===== src/rtl/pipe_pkg.sv =====
// Shared types for the pipeline stage register.
// State encoding doubles as the occupancy count.
package pipe_pkg;

  typedef enum logic [1:0] {
    EMPTY = 2'd0,
    ONE   = 2'd1,
    TWO   = 2'd2
  } state_e;

  typedef logic [1:0] occ_t;

endpackage


===== src/rtl/pipe_slot.sv =====
// One storage slot: load-enabled data/ctrl/tag plus valid bit.
// Clearing drops only the valid bit so the payload keeps its last value.
module pipe_slot #(
  parameter int PW     = 96,
  parameter int CTRL_W = 5,
  parameter int TAG_W  = 5
) (
  input  logic              clk_i,
  input  logic              rst_i,
  input  logic              ld_i,
  input  logic              clr_i,
  input  logic [PW-1:0]     data_i,
  input  logic [CTRL_W-1:0] ctrl_i,
  input  logic [TAG_W-1:0]  tag_i,
  output logic              valid_o,
  output logic [PW-1:0]     data_o,
  output logic [CTRL_W-1:0] ctrl_o,
  output logic [TAG_W-1:0]  tag_o
);

  logic              valid_q, valid_d;
  logic [PW-1:0]     data_q, data_d;
  logic [CTRL_W-1:0] ctrl_q, ctrl_d;
  logic [TAG_W-1:0]  tag_q, tag_d;

  always_comb begin
    valid_d = valid_q;
    data_d  = data_q;
    ctrl_d  = ctrl_q;
    tag_d   = tag_q;
    if (ld_i) begin
      valid_d = 1'b1;
      data_d  = data_i;
      ctrl_d  = ctrl_i;
      tag_d   = tag_i;
    end else if (clr_i) begin
      valid_d = 1'b0;
    end
  end

  always_ff @(posedge clk_i or negedge rst_i) begin
    if (!rst_i) begin
      valid_q <= 1'b0;
      data_q  <= '0;
      ctrl_q  <= '0;
      tag_q   <= '0;
    end else begin
      valid_q <= valid_d;
      data_q  <= data_d;
      ctrl_q  <= ctrl_d;
      tag_q   <= tag_d;
    end
  end

  assign valid_o = valid_q;
  assign data_o  = data_q;
  assign ctrl_o  = ctrl_q;
  assign tag_o   = tag_q;

endmodule


===== src/rtl/pipe_stage_reg.sv =====
// Pipeline stage register with valid/ready handshake and flush.
// PIPE_STAGE_REG_SKID_EN selects a two-slot skid buffer with registered ready.
module pipe_stage_reg
  import pipe_pkg::*;
#(
  parameter int DATA_W = 32,
  parameter int NDATA  = 3,
  parameter int CTRL_W = 5,
  parameter int TAG_W  = 5
) (
  input  logic                    clk_i,
  input  logic                    rst_i,
  input  logic                    flush_i,
  input  logic                    in_valid_i,
  output logic                    in_ready_o,
  input  logic [NDATA*DATA_W-1:0] in_data_i,
  input  logic [CTRL_W-1:0]       in_ctrl_i,
  input  logic [TAG_W-1:0]        in_tag_i,
  output logic                    out_valid_o,
  input  logic                    out_ready_i,
  output logic [NDATA*DATA_W-1:0] out_data_o,
  output logic [CTRL_W-1:0]       out_ctrl_o,
  output logic [TAG_W-1:0]        out_tag_o,
  output logic [1:0]              occupancy_o
);

  localparam int PW = NDATA * DATA_W;

  state_e state_q, state_d;
  logic   rdy_q, rdy_d;
  logic   acc, ret;
  logic   ld0, clr0;
  logic   v0;
  logic [PW-1:0]     s0_data, d0_data;
  logic [CTRL_W-1:0] s0_ctrl, d0_ctrl;
  logic [TAG_W-1:0]  s0_tag, d0_tag;

`ifdef PIPE_STAGE_REG_SKID_EN
  logic ld1, clr1, sel1, v1;
  logic [PW-1:0]     s1_data;
  logic [CTRL_W-1:0] s1_ctrl;
  logic [TAG_W-1:0]  s1_tag;

  assign in_ready_o = rdy_q;
`else
  assign in_ready_o = rdy_q & (~v0 | out_ready_i);
`endif

  assign acc = in_valid_i & in_ready_o;
  assign ret = v0 & out_ready_i;

  always_comb begin
    state_d = state_q;
    ld0     = 1'b0;
    clr0    = 1'b0;
`ifdef PIPE_STAGE_REG_SKID_EN
    ld1     = 1'b0;
    clr1    = 1'b0;
    sel1    = 1'b0;
    unique case (state_q)
      EMPTY: if (acc) begin
        ld0     = 1'b1;
        state_d = ONE;
      end
      ONE: begin
        if (acc && ret) begin
          ld0 = 1'b1;
        end else if (acc) begin
          ld1     = 1'b1;
          state_d = TWO;
        end else if (ret) begin
          clr0    = 1'b1;
          state_d = EMPTY;
        end
      end
      TWO: if (ret) begin
        ld0     = 1'b1;
        sel1    = 1'b1;
        clr1    = 1'b1;
        state_d = ONE;
      end
      default: state_d = EMPTY;
    endcase
    if (flush_i) begin
      ld0     = 1'b0;
      ld1     = 1'b0;
      clr0    = 1'b1;
      clr1    = 1'b1;
      state_d = EMPTY;
    end
    rdy_d = (state_d != TWO);
`else
    unique case (state_q)
      EMPTY: if (acc) begin
        ld0     = 1'b1;
        state_d = ONE;
      end
      ONE: begin
        if (acc) begin
          ld0 = 1'b1;
        end else if (ret) begin
          clr0    = 1'b1;
          state_d = EMPTY;
        end
      end
      default: state_d = EMPTY;
    endcase
    if (flush_i) begin
      ld0     = 1'b0;
      clr0    = 1'b1;
      state_d = EMPTY;
    end
    rdy_d = 1'b1;
`endif
  end

  always_ff @(posedge clk_i or negedge rst_i) begin
    if (!rst_i) begin
      state_q <= EMPTY;
      rdy_q   <= 1'b0;
    end else begin
      state_q <= state_d;
      rdy_q   <= rdy_d;
    end
  end

`ifdef PIPE_STAGE_REG_SKID_EN
  assign d0_data = sel1 ? s1_data : in_data_i;
  assign d0_ctrl = sel1 ? s1_ctrl : in_ctrl_i;
  assign d0_tag  = sel1 ? s1_tag  : in_tag_i;

  pipe_slot #(.PW(PW), .CTRL_W(CTRL_W), .TAG_W(TAG_W)) u_slot1 (
    .clk_i  (clk_i),
    .rst_i  (rst_i),
    .ld_i   (ld1),
    .clr_i  (clr1),
    .data_i (in_data_i),
    .ctrl_i (in_ctrl_i),
    .tag_i  (in_tag_i),
    .valid_o(v1),
    .data_o (s1_data),
    .ctrl_o (s1_ctrl),
    .tag_o  (s1_tag)
  );
`else
  assign d0_data = in_data_i;
  assign d0_ctrl = in_ctrl_i;
  assign d0_tag  = in_tag_i;
`endif

  pipe_slot #(.PW(PW), .CTRL_W(CTRL_W), .TAG_W(TAG_W)) u_slot0 (
    .clk_i  (clk_i),
    .rst_i  (rst_i),
    .ld_i   (ld0),
    .clr_i  (clr0),
    .data_i (d0_data),
    .ctrl_i (d0_ctrl),
    .tag_i  (d0_tag),
    .valid_o(v0),
    .data_o (s0_data),
    .ctrl_o (s0_ctrl),
    .tag_o  (s0_tag)
  );

  // Bubbles must not carry side effects downstream.
  assign out_valid_o = v0;
  assign out_data_o  = s0_data;
  assign out_ctrl_o  = v0 ? s0_ctrl : '0;
  assign out_tag_o   = v0 ? s0_tag  : '0;
  assign occupancy_o = occ_t'(state_q);

endmodule


===== config.mk =====
export PLATFORM = sky130hd
export DESIGN_NAME = pipe_stage_reg
export DESIGN_NICKNAME = d
export VERILOG_FILES = /design/src/rtl/pipe_pkg.sv /design/src/rtl/pipe_slot.sv /design/src/rtl/pipe_stage_reg.sv
export SDC_FILE = /design/constraint.sdc
export NUM_CORES = 1
export LEC_CHECK = 0
export ABC_AREA = 1
export CELL_PAD_IN_SITES_DETAIL_PLACEMENT = 1
export CELL_PAD_IN_SITES_GLOBAL_PLACEMENT = 1
export CORE_AREA = 2 2 127 129
export CTS_CLUSTER_DIAMETER = 50
export DETAILED_ROUTE_END_ITERATION = 16
export DIE_AREA = 0 0 129 131
export PLACE_DENSITY = 0.86
export REMOVE_ABC_BUFFERS = 1
export SETUP_SLACK_MARGIN = 0.3
export SLEW_MARGIN = 20
export SYNTH_ARGS = -nofsm -noshare
export SYNTH_HDL_FRONTEND = slang
export SYNTH_HIERARCHICAL = 1
export SYNTH_SLANG_ARGS = --single-unit
export TNS_END_PERCENT = 30

===== constraint.sdc =====
create_clock -name clk_i -period 1.5 [get_ports clk_i]
set_clock_uncertainty 0.1 [all_clocks]
set_input_delay 0.3 -clock clk_i [delete_from_list [all_inputs] [get_ports clk_i]]
set_output_delay 0.3 -clock clk_i [all_outputs]
set_load 0.005 [all_outputs]

=== Word level (Yosys, flattened, before mapping) ===
Index checks and enable logic that the tools add are counted.
W data, S select, Z words.

* Memories: 0
* Input port bits: 111
* Word-level logic and storage cells: 35
* Bits in writable memories: 0
* ROM bits: 0
* Latch bits: 0
* Register bits: 110
* Output and inout bits: 110

* Equal/unequal tests: 4
* $add $sub $neg: 0
* Bitwise gates (word level): 5
* Shift operators: 0
* Divide/modulo/power cells: 0
* $mul: 0
* Reductions and logical operators: 4
* Mux-type cells: 16
* Order comparisons: 0

{| class="wikitable"
|+ Operator list
! cell !! count
|-
| $mux W5 || 2
|-
| $mux W1 || 9
|-
| $ne A3 B3 Y1 const B || 3
|-
| $mux W2 || 4
|-
| $pmux W2 S2 || 1
|-
| $and A1 B1 Y1 || 3
|-
| $reduce_and A3 Y1 || 1
|-
| $eq A2 B1 Y1 const B || 1
|-
| $logic_not A2 Y1 || 1
|-
| $reduce_bool A2 Y1 || 1
|-
| $reduce_or A2 Y1 || 1
|-
| $not A1 Y1 || 1
|-
| $or A1 B1 Y1 || 1
|}

=== Depth between registers and ports, before layout ===
* Depth in word-level cells: 9
* Gate-level depth with buffers: 10
* Mapped depth without buffers: 8

=== Modules after synthesis ===
The synthesis kept the hierarchy.

{| class="wikitable"
|+ Modules (own cells, without submodules)
! module !! cells each !! area each (sq um) !! instances !! seq. area each (sq um)
|-
| pipe_slot || 452 || 4043.9 || 1 || 2677.6
|-
| pipe_stage_reg || 40 || 210.2 || 1 || 50.0
|}

=== Least setup slack after synthesis ===
OpenSTA, ideal clock, no wires.

* Path kind: register to register
* Start point: reg u_slot0.valid_q, in the netlist u_slot0/valid_o
* End point: reg u_slot0.data_q[54], in the netlist u_slot0/data_o[54]
* Stages on the path, launching flop included: 10
* Clock period less this slack: 1.392 ns
* Buffers on the path: 3
* Library setup time: 0.116 ns
* Path slack: 0.108 ns
* Arrival time: 1.175 ns
* Required time: 1.284 ns
* Cells stage by stage: dfrtp_1 nand2_1 nand2_2 nor2_2 buf_4 inv_4 buf_6 buf_6 nand2_1 nand2_1

* Cells in the longest elaborated chain, start to end: 7

{| class="wikitable"
|+ RTL lines
! element !! line !! source
|-
| start: declaration || pipe_slot.sv:21 || <nowiki>logic valid_q, valid_d;</nowiki>
|-
| start signal: assignment || pipe_slot.sv:48 || <nowiki>valid_q <= valid_d;</nowiki>
|-
| $not A1 Y1 || pipe_stage_reg.sv:46 || <nowiki>assign in_ready_o = rdy_q & (~v0 | out_ready_i);</nowiki>
|-
| $or A1 B1 Y1 || pipe_stage_reg.sv:46 ||
|-
| $and A1 B1 Y1 || pipe_stage_reg.sv:46 ||
|-
| $and A1 B1 Y1 || pipe_stage_reg.sv:49 || <nowiki>assign acc = in_valid_i & in_ready_o;</nowiki>
|-
| $mux W1 || pipe_stage_reg.sv:94, pipe_stage_reg.sv:99 ||
|-
| $mux W1 || - ||
|-
| $mux W1 || pipe_stage_reg.sv:108 || <nowiki>if (flush_i) begin</nowiki>
|-
| named net ld0 || pipe_stage_reg.sv:32 || <nowiki>logic ld0, clr0;</nowiki>
|-
| end signal: assignment || pipe_slot.sv:49 || <nowiki>data_q <= data_d;</nowiki>
|-
| end: declaration || pipe_slot.sv:22 || <nowiki>logic [PW-1:0] data_q, data_d;</nowiki>
|}

The timed path passes the listed nets, and every way through them passes these cells.
A chain may end at the register's enable or synchronous reset.

=== Final worst setup path ===
* Start point: reg u_slot0.valid_q, in the netlist u_slot0/valid_o
* End point: reg state_q[0], in the netlist occupancy_o[0]

* Cells in the longest elaborated chain, start to end: 6
* Elaborated cells between the ends (all ways): 9
* Classes of those cells: eq/ne (3); bitwise (5); reduce/logical (1)

{| class="wikitable"
|+ RTL lines
! element !! line !! source
|-
| $not A1 Y1 || pipe_stage_reg.sv:46 ||
|-
| $or A1 B1 Y1 || pipe_stage_reg.sv:46 ||
|-
| $and A1 B1 Y1 || pipe_stage_reg.sv:46 ||
|-
| $and A1 B1 Y1 || pipe_stage_reg.sv:49 ||
|-
| $ne A3 B3 Y1 (no source line) || - ||
|-
| $reduce_and A3 Y1 (no source line) (*) || - ||
|-
| end signal: assignment || pipe_stage_reg.sv:122 || <nowiki>state_q <= state_d;</nowiki>
|-
| end: declaration || pipe_stage_reg.sv:29 || <nowiki>state_e state_q, state_d;</nowiki>
|}

Mark *: on every way between the ends. The rest lies on a longest branch, timed or not.

==> summary.md <==
| Metric | Value |
|---|---|
| Violation count after the first detailed-routing iteration | `about 110` |
| Core utilization of the finished layout | `50.97%` |
| Sequential share of the synthesized area | `~64%` |
| Initial DRT Pass Iterations | `4` |
| Maximum number of pins on one net before global-route repair | `48` |
| Post-Route Setup TNS | `-24.76 ns` |
| Cell Rows | `between 40 and 50` |
| Top-level I/O count | `around 220` |
| Switching power as a share of total power | `28.06%` |
| Worst vdd ir | `0.4825 mV` |
| Internal power of the cells | `6.368 mW` |
| Final Hold Violating Endpoints | `0` |
| Failing checks | `setup timing` |
| Detailed Place HPWL | `9710 um` |
| Highest achievable clock rate | `~0.55 GHz` |
| Main area contributors after synthesis | `sky130_fd_sc_hd__dfrtp_1 (64%), sky130_fd_sc_hd__nand2_1 (29%), sky130_fd_sc_hd__buf_2 (1.5%)` |
| Fraction of final layout cells with drive strength greater than 1 | `40.13%` |
| Die width | `about 130 um` |
| Reg-to-reg startpoint | `u_slot0/valid_o$_DFFE_PN0P_` |
| Cell chosen for the clock root | `sky130_fd_sc_hd__clkbuf_16` |
| Via count | `about 4300` |
| Clock network latency to the later pin of the worst-skew pair | `0.35 ns` |
| Area delta synth->final | `86.88%` |
| Number of enable-type register cells in the synthesized netlist | `0` |
| Switching Power | `between 2 and 2.5 mW` |
| Final-layout fill cell count | `1763` |
| Tot GR Track Use | `between 10% and 20%` |
| Routed wire length per instance | `18.60 um` |
| Syn avg cell area | `8.647 um^2` |
| Global-route wire length before repair | `22580 um` |
| Final Max Tran Viols | `0` |
| Starting density of the core | `27.27%` |
| Crit Path Category | `reg -> reg` |
| Total leakage power | `4.253 nW` |
| Leading area contributor after synthesis | `sky130_fd_sc_hd__dfrtp_1` |
| Core ar. | `about 16000 um^2` |
| Cell area after technology mapping | `4254 um^2` |
| Area share of the leading cell type in the synthesized netlist | `64.12%` |
| Share of total power in the clock network | `32.4%` |
| Clock-pin slew reported for the worst setup and hold paths after clock tree synthesis | `0.07 ns` |
| Critical path arrival | `roughly 1.9 ns` |
| Data required time at the worst endpoint | `1.62 ns` |
| Commonest cells post-synth | `sky130_fd_sc_hd__nand2_1 (334), sky130_fd_sc_hd__dfrtp_1 (109), sky130_fd_sc_hd__inv_1 (15)` |
| Most frequent cell on the critical path | `sky130_fd_sc_hd__buf_6` |
| Post-layout minimum cycle time | `1.811 ns` |
| Final clock period utilization by the worst path | `120.7%` |
| DP Worst Slack | `-0.4447 ns` |
| Initial antenna violation count | `0` |
| Crit. End Element | `flop` |
| Fraction of registers with async set/reset | `100.0%` |
| Startpoint class of the critical path | `flop` |
| Weighted congestion reported at the end of routability-driven placement | `0.7675` |
| Share of power burned in combinational logic | `24.9%` |
| Detailed-route vias per instance | `4.371` |
| Number of synthesis warnings | `6` |
| Number of input and output port buffers inserted | `219` |
| Final hold slack | `slightly below 0.3 ns` |
| H-tree depth | `3` |
| Final setup vio count | `between 100 and 150` |
| Clock tree from TritonCTS | `yes` |
| Number of buffers created by CTS | `9` |
| Ys flop type | `sky130_fd_sc_hd__dfrtp_1` |
| Dominant cell by count in the synthesized netlist | `sky130_fd_sc_hd__nand2_1` |
| Vertical die dimension | `131 um` |
| Nets@finish | `876` |
| Run status | `finished, violations left` |
| Worst hold-check path type | `in -> async` |
| Total length of routed wires | `18340 um` |
| Critical path, cell by cell | `nand2_4 -> buf_6 -> buf_6 -> buf_6 -> buf_6 -> buf_6 -> buf_6 -> buf_6 -> buf_6 -> buf_6 -> nand4_1 -> nand2_1` |
| Number of buffers on the longest clock path | `2` |
| Critical-path top delay cell | `sky130_fd_sc_hd__dfrtp_2` |
| Remaining antenna violation count | `0` |
| Critical path's largest stage delay | `0.45 ns` |
| Number of global-route vias before repair | `4321` |
| Gr ovfl total | `0` |
| Clock tree sinks | `109` |
| Yosys reg bits | `~110` |
| Count of distinct cell types in the synthesized netlist | `13` |
| Mapped Cells | `492` |
| Max_cap viols | `0` |
| Pwr dens | `between 1000 and 1500 nW/um^2` |
| Critical path startpoint | `u_slot0/valid_o$_DFFE_PN0P_` |
| Setup repair after global routing missed its margin | `true` |
| Power consumption | `8.852 mW` |
| Worst Setup Slack, final | `-0.3108 ns` |
| Die area | `16900 um^2` |
| # diodes | `0` |
| Number of cells on the worst reg-to-reg path | `12` |
| Sequential Power Share | `42.7%` |
| Residual DRC | `0` |
| Worst-path maximum fanout | `4` |
-- layout make-up --
class | count | area [um^2] | share of cell area, %
Sequential cell | 109 | 2729 | 34.32
Tap cell | 216 | 270.3 | 3.399
Timing Repair Buffer | 286 | 2809 | 35.33
Clock buffer | 11 | 252.7 | 3.179
Multi-Input combinational cell | 342 | 1677 | 21.09
Timing Repair inverter | 1 | 20.02 | 0.2518
Clock inverter | 5 | 106.4 | 1.338
Inverter | 16 | 86.33 | 1.086
-- layout by cell type (no fill, tap or decap), drive strengths merged --
master and n:
nand3 2, dfrtp 109, clkinvlp 1, dlygate4sd3 1, dlygate4sd2 2, clkinv 2, nor2 2, nand4 1
bufinv 3, clkdlybuf4s50 108, buf 158, inv 16, clkbuf 28, nand2 335, conb 2
-- timing repair --
item	CTS	global route
endpoints found under the hold margin	19	0
resized for setup	461	158
setup buffers	25	6
pin swaps	3	46
cloned	1	24
hold buffers	1	0
setup endpoints to repair	216	217
-- metrics by stage --
stage	instances	area (um^2)
after floorplan	467	4084
after global placement	913	6731
after detailed placement	913	6731
after CTS	956	6923
after global routing	986	7950
final	986	7950
-- worst paths after layout --
| path | endpoint | slack (ns) |
|---|---|---|
| max | occupancy_o[0]$_DFFE_PN0P_ | -0.31 |
| min | u_slot0/data_o[57]$_DFFE_PN0P_ | 0.29 |
| max reg2reg | occupancy_o[0]$_DFFE_PN0P_ | -0.31 |
| min reg2reg | u_slot0/data_o[52]$_DFFE_PN0P_ | 0.37 |
| max in group asynchronous | u_slot0/data_o[25]$_DFFE_PN0P_ | 0.43 |
| min in group clk_i | u_slot0/data_o[52]$_DFFE_PN0P_ | 0.37 |
-- logic make-up (layout without fill, tap and decap cells) --
logic type,count (synthesis),in the layout,synth area share (%)
other,2,2,0.1765
flip-flops,109,109,64.12
buffers and inverters,41,319,5.471
AND/OR/NAND/NOR,340,340,30.24
-- registers in the layout (all words and copies together), names as in the netlist --
| register | flops |
|---|---|
| u_slot0/valid_o | 1 |
| rdy_q | 1 |
| occupancy_o | 1 |
| u_slot0/tag_o | 5 |
| u_slot0/ctrl_o | 5 |
| u_slot0/data_o | 96 |
-- worst max-delay path: cells and delay by family, from the launching register on --
family / cells / cell delay [ns]
and+or+nand+nor: 3 / 0.21
DFF: 1 / 0.45
buffers and inverters: 9 / 0.92
-- per-layer routing --
metal / vias up / part of all wire (%) / track usage [%]
met4: 0 / 2.1 / 8.120
met3: 28 / 5.2 / 4.601
li1: 2010 / - / -
met2: 149 / 52 / 31.09
met5: - / 0 / 0
met1: 2123 / 41 / 19.30
-- power by group through the flow --
stage	clock [mW]	sequential, mW	combinational (mW)
after floorplan	0	3.80	0.468
after global placement	0	3.76	2.04
after detailed placement	0	3.78	2.10
after CTS	2.94	3.73	1.83
after global routing	3.06	3.84	2.40
final	2.87	3.78	2.21
Power figures use the tool's default switching activity.
